===== config.mk =====
export PLATFORM = sky130hd
export DESIGN_NAME = uart_transmitter
export DESIGN_NICKNAME = d
export VERILOG_FILES = /design/src/rtl/uart_transmitter.sv
export SDC_FILE = /design/constraint.sdc
export NUM_CORES = 1
export LEC_CHECK = 0
export BUFFER_PORTS_ARGS = -buffer_cell sky130_fd_sc_hd__buf_2
export CORE_MARGIN = 3
export CORE_UTILIZATION = 30
export DETAILED_ROUTE_END_ITERATION = 7
export HOLD_SLACK_MARGIN = 0.03
export MAX_ROUTING_LAYER = met4
export PLACE_DENSITY = 0.56
export SETUP_SLACK_MARGIN = 0.5
export SYNTH_ARGS = -nofsm -noshare
export SYNTH_HDL_FRONTEND = slang
export SYNTH_SLANG_ARGS = --single-unit

===== constraint.sdc =====
create_clock -name i_clk -period 5.8 [get_ports i_clk]
set_input_delay 1.45 -clock i_clk [delete_from_list [all_inputs] [get_ports i_clk]]
set_output_delay 1.45 -clock i_clk [all_outputs]
set_load 0.005 [all_outputs]

===== src/rtl/uart_transmitter.sv =====
// uart_transmitter
//   UART serialiser between a first-word-fall-through TX FIFO and the serial
//   pin. It pops one word, then sends a start bit, SIZE_DATA data bits (LSB
//   first) and a stop bit. Each bit lasts OVER_SAMPLE ticks of i_stick, the
//   baud tick that the receiver also uses.
//
//   Optional feature: define UART_TX_PARITY_EN to insert a parity bit between
//   the last data bit and the stop bit. Its sense is set by PARITY_ODD
//   (0 = even, 1 = odd). PARITY_ODD is ignored when the macro is undefined.
//
// Ports
//   i_clk         system clock
//   i_rst         asynchronous, active-high reset
//   i_stick       baud tick, one i_clk cycle wide, OVER_SAMPLE ticks per bit
//   i_tx_en       transmit enable, sampled only while idle
//   i_fifo_empty  TX FIFO empty flag
//   i_tx_data     FIFO head word, valid while i_fifo_empty = 0
//   o_fifo_rd     FIFO pop strobe, one cycle per frame
//   o_tx_serial   serial line, idle high
//   o_tx_busy     frame in progress
//   o_tx_done     one-cycle pulse when the stop bit ends
module uart_transmitter #(
  parameter int SIZE_DATA   = 16,
  parameter int OVER_SAMPLE = 16,
  parameter bit PARITY_ODD  = 1'b0
) (
  input  logic                 i_clk,
  input  logic                 i_rst,
  input  logic                 i_stick,
  input  logic                 i_tx_en,
  input  logic                 i_fifo_empty,
  input  logic [SIZE_DATA-1:0] i_tx_data,
  output logic                 o_fifo_rd,
  output logic                 o_tx_serial,
  output logic                 o_tx_busy,
  output logic                 o_tx_done
);

  localparam int CNT_W = $clog2(OVER_SAMPLE) + 1;
  localparam int IDX_W = (SIZE_DATA > 1) ? $clog2(SIZE_DATA) : 1;

`ifdef UART_TX_PARITY_EN
  typedef enum logic [2:0] {
    ST_IDLE,
    ST_START,
    ST_DATA,
    ST_PARITY,
    ST_STOP
  } state_t;
`else
  typedef enum logic [1:0] {
    ST_IDLE,
    ST_START,
    ST_DATA,
    ST_STOP
  } state_t;
`endif

  state_t               state_q, state_d;
  logic [CNT_W-1:0]     count_q, count_d;
  logic [IDX_W-1:0]     index_q, index_d;
  logic [SIZE_DATA-1:0] shift_q, shift_d;
  logic                 tx_serial_q, tx_serial_d;
  logic                 fifo_rd_q, fifo_rd_d;
  logic                 tx_busy_q, tx_busy_d;
  logic                 tx_done_q, tx_done_d;
`ifdef UART_TX_PARITY_EN
  logic                 parity_q, parity_d;
`endif

  logic bit_end;

  assign bit_end = i_stick && (count_q == CNT_W'(OVER_SAMPLE - 1));

  always_comb begin
    state_d   = state_q;
    count_d   = count_q;
    index_d   = index_q;
    shift_d   = shift_q;
    fifo_rd_d = 1'b0;
    tx_done_d = 1'b0;
`ifdef UART_TX_PARITY_EN
    parity_d  = parity_q;
`endif

    // The bit-period counter runs only while a frame is on the line.
    if (state_q != ST_IDLE && i_stick) begin
      count_d = bit_end ? '0 : count_q + CNT_W'(1);
    end

    unique case (state_q)
      ST_IDLE: begin
        // Leaving idle does not wait for a tick: the start bit is timed
        // from the first tick after the pop.
        if (i_tx_en && !i_fifo_empty) begin
          fifo_rd_d = 1'b1;
          shift_d   = i_tx_data;
          count_d   = '0;
          index_d   = '0;
`ifdef UART_TX_PARITY_EN
          parity_d  = (^i_tx_data) ^ PARITY_ODD;
`endif
          state_d   = ST_START;
        end
      end
      ST_START: begin
        if (bit_end) begin
          index_d = '0;
          state_d = ST_DATA;
        end
      end
      ST_DATA: begin
        if (bit_end) begin
          shift_d = shift_q >> 1;
          if (index_q == IDX_W'(SIZE_DATA - 1)) begin
`ifdef UART_TX_PARITY_EN
            state_d = ST_PARITY;
`else
            state_d = ST_STOP;
`endif
          end else begin
            index_d = index_q + IDX_W'(1);
          end
        end
      end
`ifdef UART_TX_PARITY_EN
      ST_PARITY: begin
        if (bit_end) begin
          state_d = ST_STOP;
        end
      end
`endif
      ST_STOP: begin
        if (bit_end) begin
          tx_done_d = 1'b1;
          state_d   = ST_IDLE;
        end
      end
      default: begin
        state_d = ST_IDLE;
      end
    endcase

    // Outputs are computed from the next state so that the registered line,
    // busy flag and strobes all change on the same edge as the state.
    tx_serial_d = 1'b1;
    unique case (state_d)
      ST_IDLE:   tx_serial_d = 1'b1;
      ST_START:  tx_serial_d = 1'b0;
      ST_DATA:   tx_serial_d = shift_d[0];
`ifdef UART_TX_PARITY_EN
      ST_PARITY: tx_serial_d = parity_d;
`endif
      ST_STOP:   tx_serial_d = 1'b1;
      default:   tx_serial_d = 1'b1;
    endcase
    tx_busy_d = (state_d != ST_IDLE);
  end

  always_ff @(posedge i_clk or posedge i_rst) begin
    if (i_rst) begin
      state_q     <= ST_IDLE;
      count_q     <= '0;
      index_q     <= '0;
      shift_q     <= '0;
      tx_serial_q <= 1'b1;
      fifo_rd_q   <= 1'b0;
      tx_busy_q   <= 1'b0;
      tx_done_q   <= 1'b0;
`ifdef UART_TX_PARITY_EN
      parity_q    <= 1'b0;
`endif
    end else begin
      state_q     <= state_d;
      count_q     <= count_d;
      index_q     <= index_d;
      shift_q     <= shift_d;
      tx_serial_q <= tx_serial_d;
      fifo_rd_q   <= fifo_rd_d;
      tx_busy_q   <= tx_busy_d;
      tx_done_q   <= tx_done_d;
`ifdef UART_TX_PARITY_EN
      parity_q    <= parity_d;
`endif
    end
  end

  assign o_fifo_rd   = fifo_rd_q;
  assign o_tx_serial = tx_serial_q;
  assign o_tx_busy   = tx_busy_q;
  assign o_tx_done   = tx_done_q;

endmodule

# Word-level counts from Yosys, hierarchy flattened
# Cells that the tools add are included.
dict set report totals {
  in_bits 21
  register_bits 31
  output_inout_bits 4
  word_cells 59
}
dict set report op_classes {
  n_reduce_logical 13
  n_mux 23
  addsub 2
  n_eq_ne 12
}
# cell n
set ops {}
lappend ops {{$mux W16} 2}
lappend ops {{$pmux W16 S2} 1}
lappend ops {{$mux W5} 4}
lappend ops {{$mux W4} 4}
lappend ops {{$pmux W4 S3} 1}
lappend ops {{$mux W2} 5}
lappend ops {{$eq A2 B2 Y1 const B} 4}
lappend ops {{$ne A2 B2 Y1 const B} 4}
lappend ops {{$pmux W2 S4} 1}
lappend ops {{$reduce_bool A2 Y1} 3}
lappend ops {{$add A5 B1 Y5 const B} 1}
lappend ops {{$eq A5 B4 Y1 const B} 1}
lappend ops {{$reduce_and A5 Y1} 1}
lappend ops {{$add A4 B1 Y4 const B} 1}
lappend ops {{$eq A2 B1 Y1 const B} 2}
lappend ops {{$eq A4 B4 Y1 const B} 1}
lappend ops {{$logic_not A2 Y1} 2}
lappend ops {{$mux W1} 4}
lappend ops {{$logic_and A1 B1 Y1} 3}
lappend ops {{$pmux W1 S3} 1}
lappend ops {{$reduce_and A3 Y1} 1}
lappend ops {{$reduce_bool A3 Y1} 1}
lappend ops {{$reduce_or A2 Y1} 1}
lappend ops {{$logic_not A1 Y1} 1}

# Logic depth before layout (Yosys ltp)
dict set report logic_depth {
  depth_word 7
  depth_mapped 8
  mapped_depth_nobuf 8
}

# Worst setup path after synthesis
# No wires, ideal clock.
dict set report synth_timing {
  kind {in2reg}
  startpoint {in i_stick}
  endpoint {reg tx_serial_q (netlist: o_tx_serial)}
  required_ps 5727
  setup_slack_ps 3082
  path_buffers 0
  arrival_ps 2645
  cell_stages 7
  cell_sequence {nand4_1 -> nor2_1 -> a311o_1 -> and2_1 -> ha_1 -> nor2b_1 -> o2bb2ai_1}
}
dict set report synth_between {
  elab_chain_len 6
  word_cells_on_any_way 13
  classes_between {3 x eq/ne; 7 x mux; 3 x reduce/logical}
}
# item line_no
set synth_lines {}
lappend synth_lines {{from (decl)} 29} ;# input logic i_stick,
lappend synth_lines {{$logic_and A1 B1 Y1 *} 73} ;# assign bit_end = i_stick && (count_q == CNT_W'(OVER_SAMPLE - 1));
lappend synth_lines {{$mux W2 (on tied branches)} {134, 107, 113}}
lappend synth_lines {{$pmux W2 S4 *} 91} ;# unique case (state_q)
lappend synth_lines {{via state_d[0]} 59} ;# state_t state_q, state_d;
lappend synth_lines {{$eq A2 B2 Y1 or $logic_not A2 Y1 (tied branches)} 147} ;# unique case (state_d)
lappend synth_lines {{$reduce_or A2 Y1 (no source line)} --}
lappend synth_lines {{$pmux W1 S3 *} 147}
lappend synth_lines {{via tx_serial_d} 63} ;# logic tx_serial_q, tx_serial_d;
lappend synth_lines {{to (signal assigned)} 178} ;# tx_serial_q <= tx_serial_d;
lappend synth_lines {{to (decl)} 63}
# The timed path passes the listed nets; every way through them passes the cells marked *. The select of a mux whose other input is x is not followed.
# A chain may end at the register's enable or synchronous reset.

# Final worst setup path
dict set report layout_timing {
  startpoint {in i_stick}
  endpoint {reg tx_serial_q (netlist: o_tx_serial)}
}
dict set report layout_between {
  elab_chain_len 6
  word_cells_on_any_way 13
  classes_between {3 x eq/ne; 7 x mux; 3 x reduce/logical}
}
# item line_no
set layout_lines {}
lappend layout_lines {{$logic_and A1 B1 Y1 *} 73}
lappend layout_lines {{$mux W2 (on tied branches)} {134, 107, 113}}
lappend layout_lines {{$pmux W2 S4} 91}
lappend layout_lines {{$eq A2 B2 Y1 or $logic_not A2 Y1 (tied branches)} 147}
lappend layout_lines {{$reduce_or A2 Y1 (no source line)} --}
lappend layout_lines {{$pmux W1 S3 *} 147}
lappend layout_lines {{via tx_serial_d} 63}
# Marks and branches as above.

==> impl_metrics.env <==
export IMPL_status="finished, final reports clean"
export IMPL_cap_violations=0
export IMPL_synth_compound_area_frac=0.2000
export IMPL_synth_warnings=0
export IMPL_setup_violations=0
export IMPL_wl_mm=3.111
export IMPL_utilization=0.3745
export IMPL_p_int_uw=461.8
export IMPL_relSlewSlack=0.3885
export IMPL_drcViolationCount=0
export IMPL_synth_area_top_cells="dfrtp_1 (49%), nand2_1 (8.9%), a22oi_1 (7.4%)"
export IMPL_grt_max_degree=32
export IMPL_final_nets=208
export IMPL_grt_remaining_overflow=0
export IMPL_leakagePower_uw=0.0008708
export IMPL_layout_commonest_cell="nand2_1"
export IMPL_ant_nets=0
export IMPL_crit_fanout=7
export IMPL_cts_resized=0
export IMPL_hold_end="shift_q[6]"
export IMPL_synth_xor_area_frac=0.01152
export IMPL_period_share=0.5012
export IMPL_crit_type="in -> reg"
export IMPL_synth_fa_ha_area_frac=0.04115
export IMPL_area_growth_pct=18.68
export IMPL_ios=25
export IMPL_fin_crit_ns=2.907
export IMPL_max_freq_mhz=344.0
export IMPL_clk_latency_ns=0.28
export IMPL_wl_per_cell_microns=12.44
export IMPL_port_buffers=24
export IMPL_grt_pass1_vias=1188
export IMPL_gp_congestion=0.8058
export IMPL_synthArstFlopShare=1.000
export IMPL_worstPathRequired_ns=6.02
export IMPL_fillers=502
export IMPL_grt_pass1_wl_mm=5.437
export IMPL_stdcell_count=250
export IMPL_synth_top_family_by_area="compound AO/OA/AOI/OAI gates"
export IMPL_power_switching_uw=207.4
export IMPL_yosysTopAreaCell="dfrtp_1"
export IMPL_worstHoldStart="shift_q[6]"
export IMPL_synth_top_area_share=0.4938
export IMPL_synthMuxAreaShare=0.006584
export IMPL_die_w_microns=77.19
export IMPL_worst_slew_pin_slew_ns=0.9123
export IMPL_cp_end_kind="flop"
export IMPL_synth_cell_type_count=45
export IMPL_cts_tree="yes"
export IMPL_slew_viol_final=0
export IMPL_grt_setup_unrepaired="no"
export IMPL_num_vias=1186
export IMPL_cp_arrival_ns=3.12
export IMPL_fp_row_count=25
export IMPL_p_seq_frac=0.512
export IMPL_dpl_cell_count=242
export IMPL_finClkSkew_ns=0.005815
export IMPL_pre_cts_ws_ns=2.634
export IMPL_ys_flop_type="dfrtp_1"
export IMPL_ir_worst_vdd_mv=0.2201
export IMPL_drtIter0Drc=73
export IMPL_synthSimpleGateAreaFrac=0.1967
export IMPL_clk_pin_slew_ns=0.06
export IMPL_p_clk_frac=0.280
export IMPL_netlist_area_sq_mm=0.001520
export IMPL_critPathLaunchType="input port"
export IMPL_drive_gt1_frac=0.2077
export IMPL_rrSetupSlack_ns=3.59
export IMPL_firstDrtPassIters=4
export IMPL_antenna_found_initial=0
export IMPL_clock_sinks=31
export IMPL_vias_per_cell=4.744
export IMPL_synth_edf_count=0
export IMPL_rr_worst_depth=8
export IMPL_ys_seq_area_frac=0.5111
export IMPL_whs_path_depth=2
export IMPL_cts_setup_buffers=0
export IMPL_die_y_microns=77.19
export IMPL_syn_num_nets=181
export IMPL_r2r_start="count_q[0]"
export IMPL_ys_seq_elements=31
export IMPL_layout_common_cells="nand2_1 (36), dfrtp_1 (30), buf_2 (24)"
export IMPL_comb_power_share=0.208
export IMPL_rr_endpoint="o_tx_serial"
export IMPL_place_hpwl_mm=2.140
export IMPL_hold_viol=0
export IMPL_track_usage=0.1184
export IMPL_initial_core_util=0.3156
export IMPL_numCtsBuffers=5
export IMPL_layout_setup_ws_ns=2.893
export IMPL_die_area_sq_mm=0.005958
export IMPL_worstHoldPathType="reg -> reg"
export IMPL_syn_inst=155
export IMPL_diodes=0
export IMPL_syn_avg_cell_area_sq_um=9.808
export IMPL_tns_ns=0
export IMPL_cts_buffer_depth=2
export IMPL_swShare=0.3099
export IMPL_cts_hold_buf=0
export IMPL_core_area_sq_mm=0.004817
export IMPL_power_density_mw_per_mm2=370.9
export IMPL_htree_levels=2
export IMPL_cts_root_buf="clkbuf_8"
metal layers:
| layer | vias up | share of wire | GRT usage |
|---|---|---|---|
| met4 | 0 | 0.017 | 0.05338 |
| met3 | 6 | 0.050 | 0.03521 |
| li1 | 603 | - | - |
| met2 | 30 | 0.43 | 0.1598 |
| met5 | - | 0 | - |
| met1 | 547 | 0.50 | 0.1621 |
cells in the mapped netlist (all sizes together), types with 3 or more instances:
library cell / number
dfrtp: 30
inv: 6
o21ai: 5
buf: 3
ha: 5
nor2: 8
nand2: 36
nor3: 3
a22oi: 15
nand2b: 3
a21oi: 5
through the flow:
step                hold WS [ns]  power [uW]  cell area, sq um
global route              0.5137       727.8              1804
detailed placement        0.4671       487.3              1704
CTS                       0.4815       678.6              1804
floorplan                 0.4456       447.0              1520
finish                    0.4744       669.2              1804
global placement          0.4629       486.4              1704
worst max-delay path by stage:
stage / from / to / slack (ns) / depth (start not counted)
6_report: i_stick / o_tx_serial / 2.89 / 8
5_1_grt: i_stick / o_tx_serial / 2.70 / 7
4_1_cts: i_stick / o_tx_serial / 2.92 / 8
3_5_place_dp: i_stick / o_tx_serial / 2.63 / 8
3_3_place_gp: i_stick / o_tx_serial / 2.64 / 8
2_1_floorplan: i_stick / o_tx_serial / 3.08 / 7
cells by family (layout without fill, tap and decap cells):
family | after synthesis | in the layout
simple gates | 64 | 64
mux | 1 | 1
buf+inv | 11 | 39
xor+xnor | 2 | 2
compound gates | 41 | 41
fa+ha+maj | 5 | 5
flops | 31 | 31
registers in the layout, summed over array words and instances, names as in the netlist:
register     flops
shift_q         16
count_q          5
index_q          4
state_q          2
o_fifo_rd        1
o_tx_busy        1
o_tx_done        1
o_tx_serial      1
power by group through the flow:
| stage | clock network (uW) | registers, uW | logic (uW) |
|---|---|---|---|
| after global routing | 204 | 356 | 168 |
| final | 187 | 343 | 139 |
| after global placement | 0 | 347 | 140 |
| after detailed placement | 0 | 345 | 142 |
| after floorplan | 0 | 326 | 121 |
| after CTS | 194 | 342 | 142 |
area by class of cell:
type / instances / area (sq um) / share of cell area
flip-flops and latches: 31 / 777.0 / 0.4307
multi-input cells: 113 / 693.2 / 0.3842
repair buffers: 25 / 127.6 / 0.07073
clock buffers: 8 / 100.1 / 0.05548
well taps: 67 / 83.83 / 0.04646
inverters: 6 / 22.52 / 0.01248
worst max-delay path, cell delays in order:
cell       delay [ns]
buf_2            0.14
nand4_1          0.25
nor2_1           0.42
nand2_1          0.20
xor2_1           0.20
ha_1             0.22
nor2b_1          0.12
o2bb2ai_1        0.12
(Power assumes the default switching activity.)
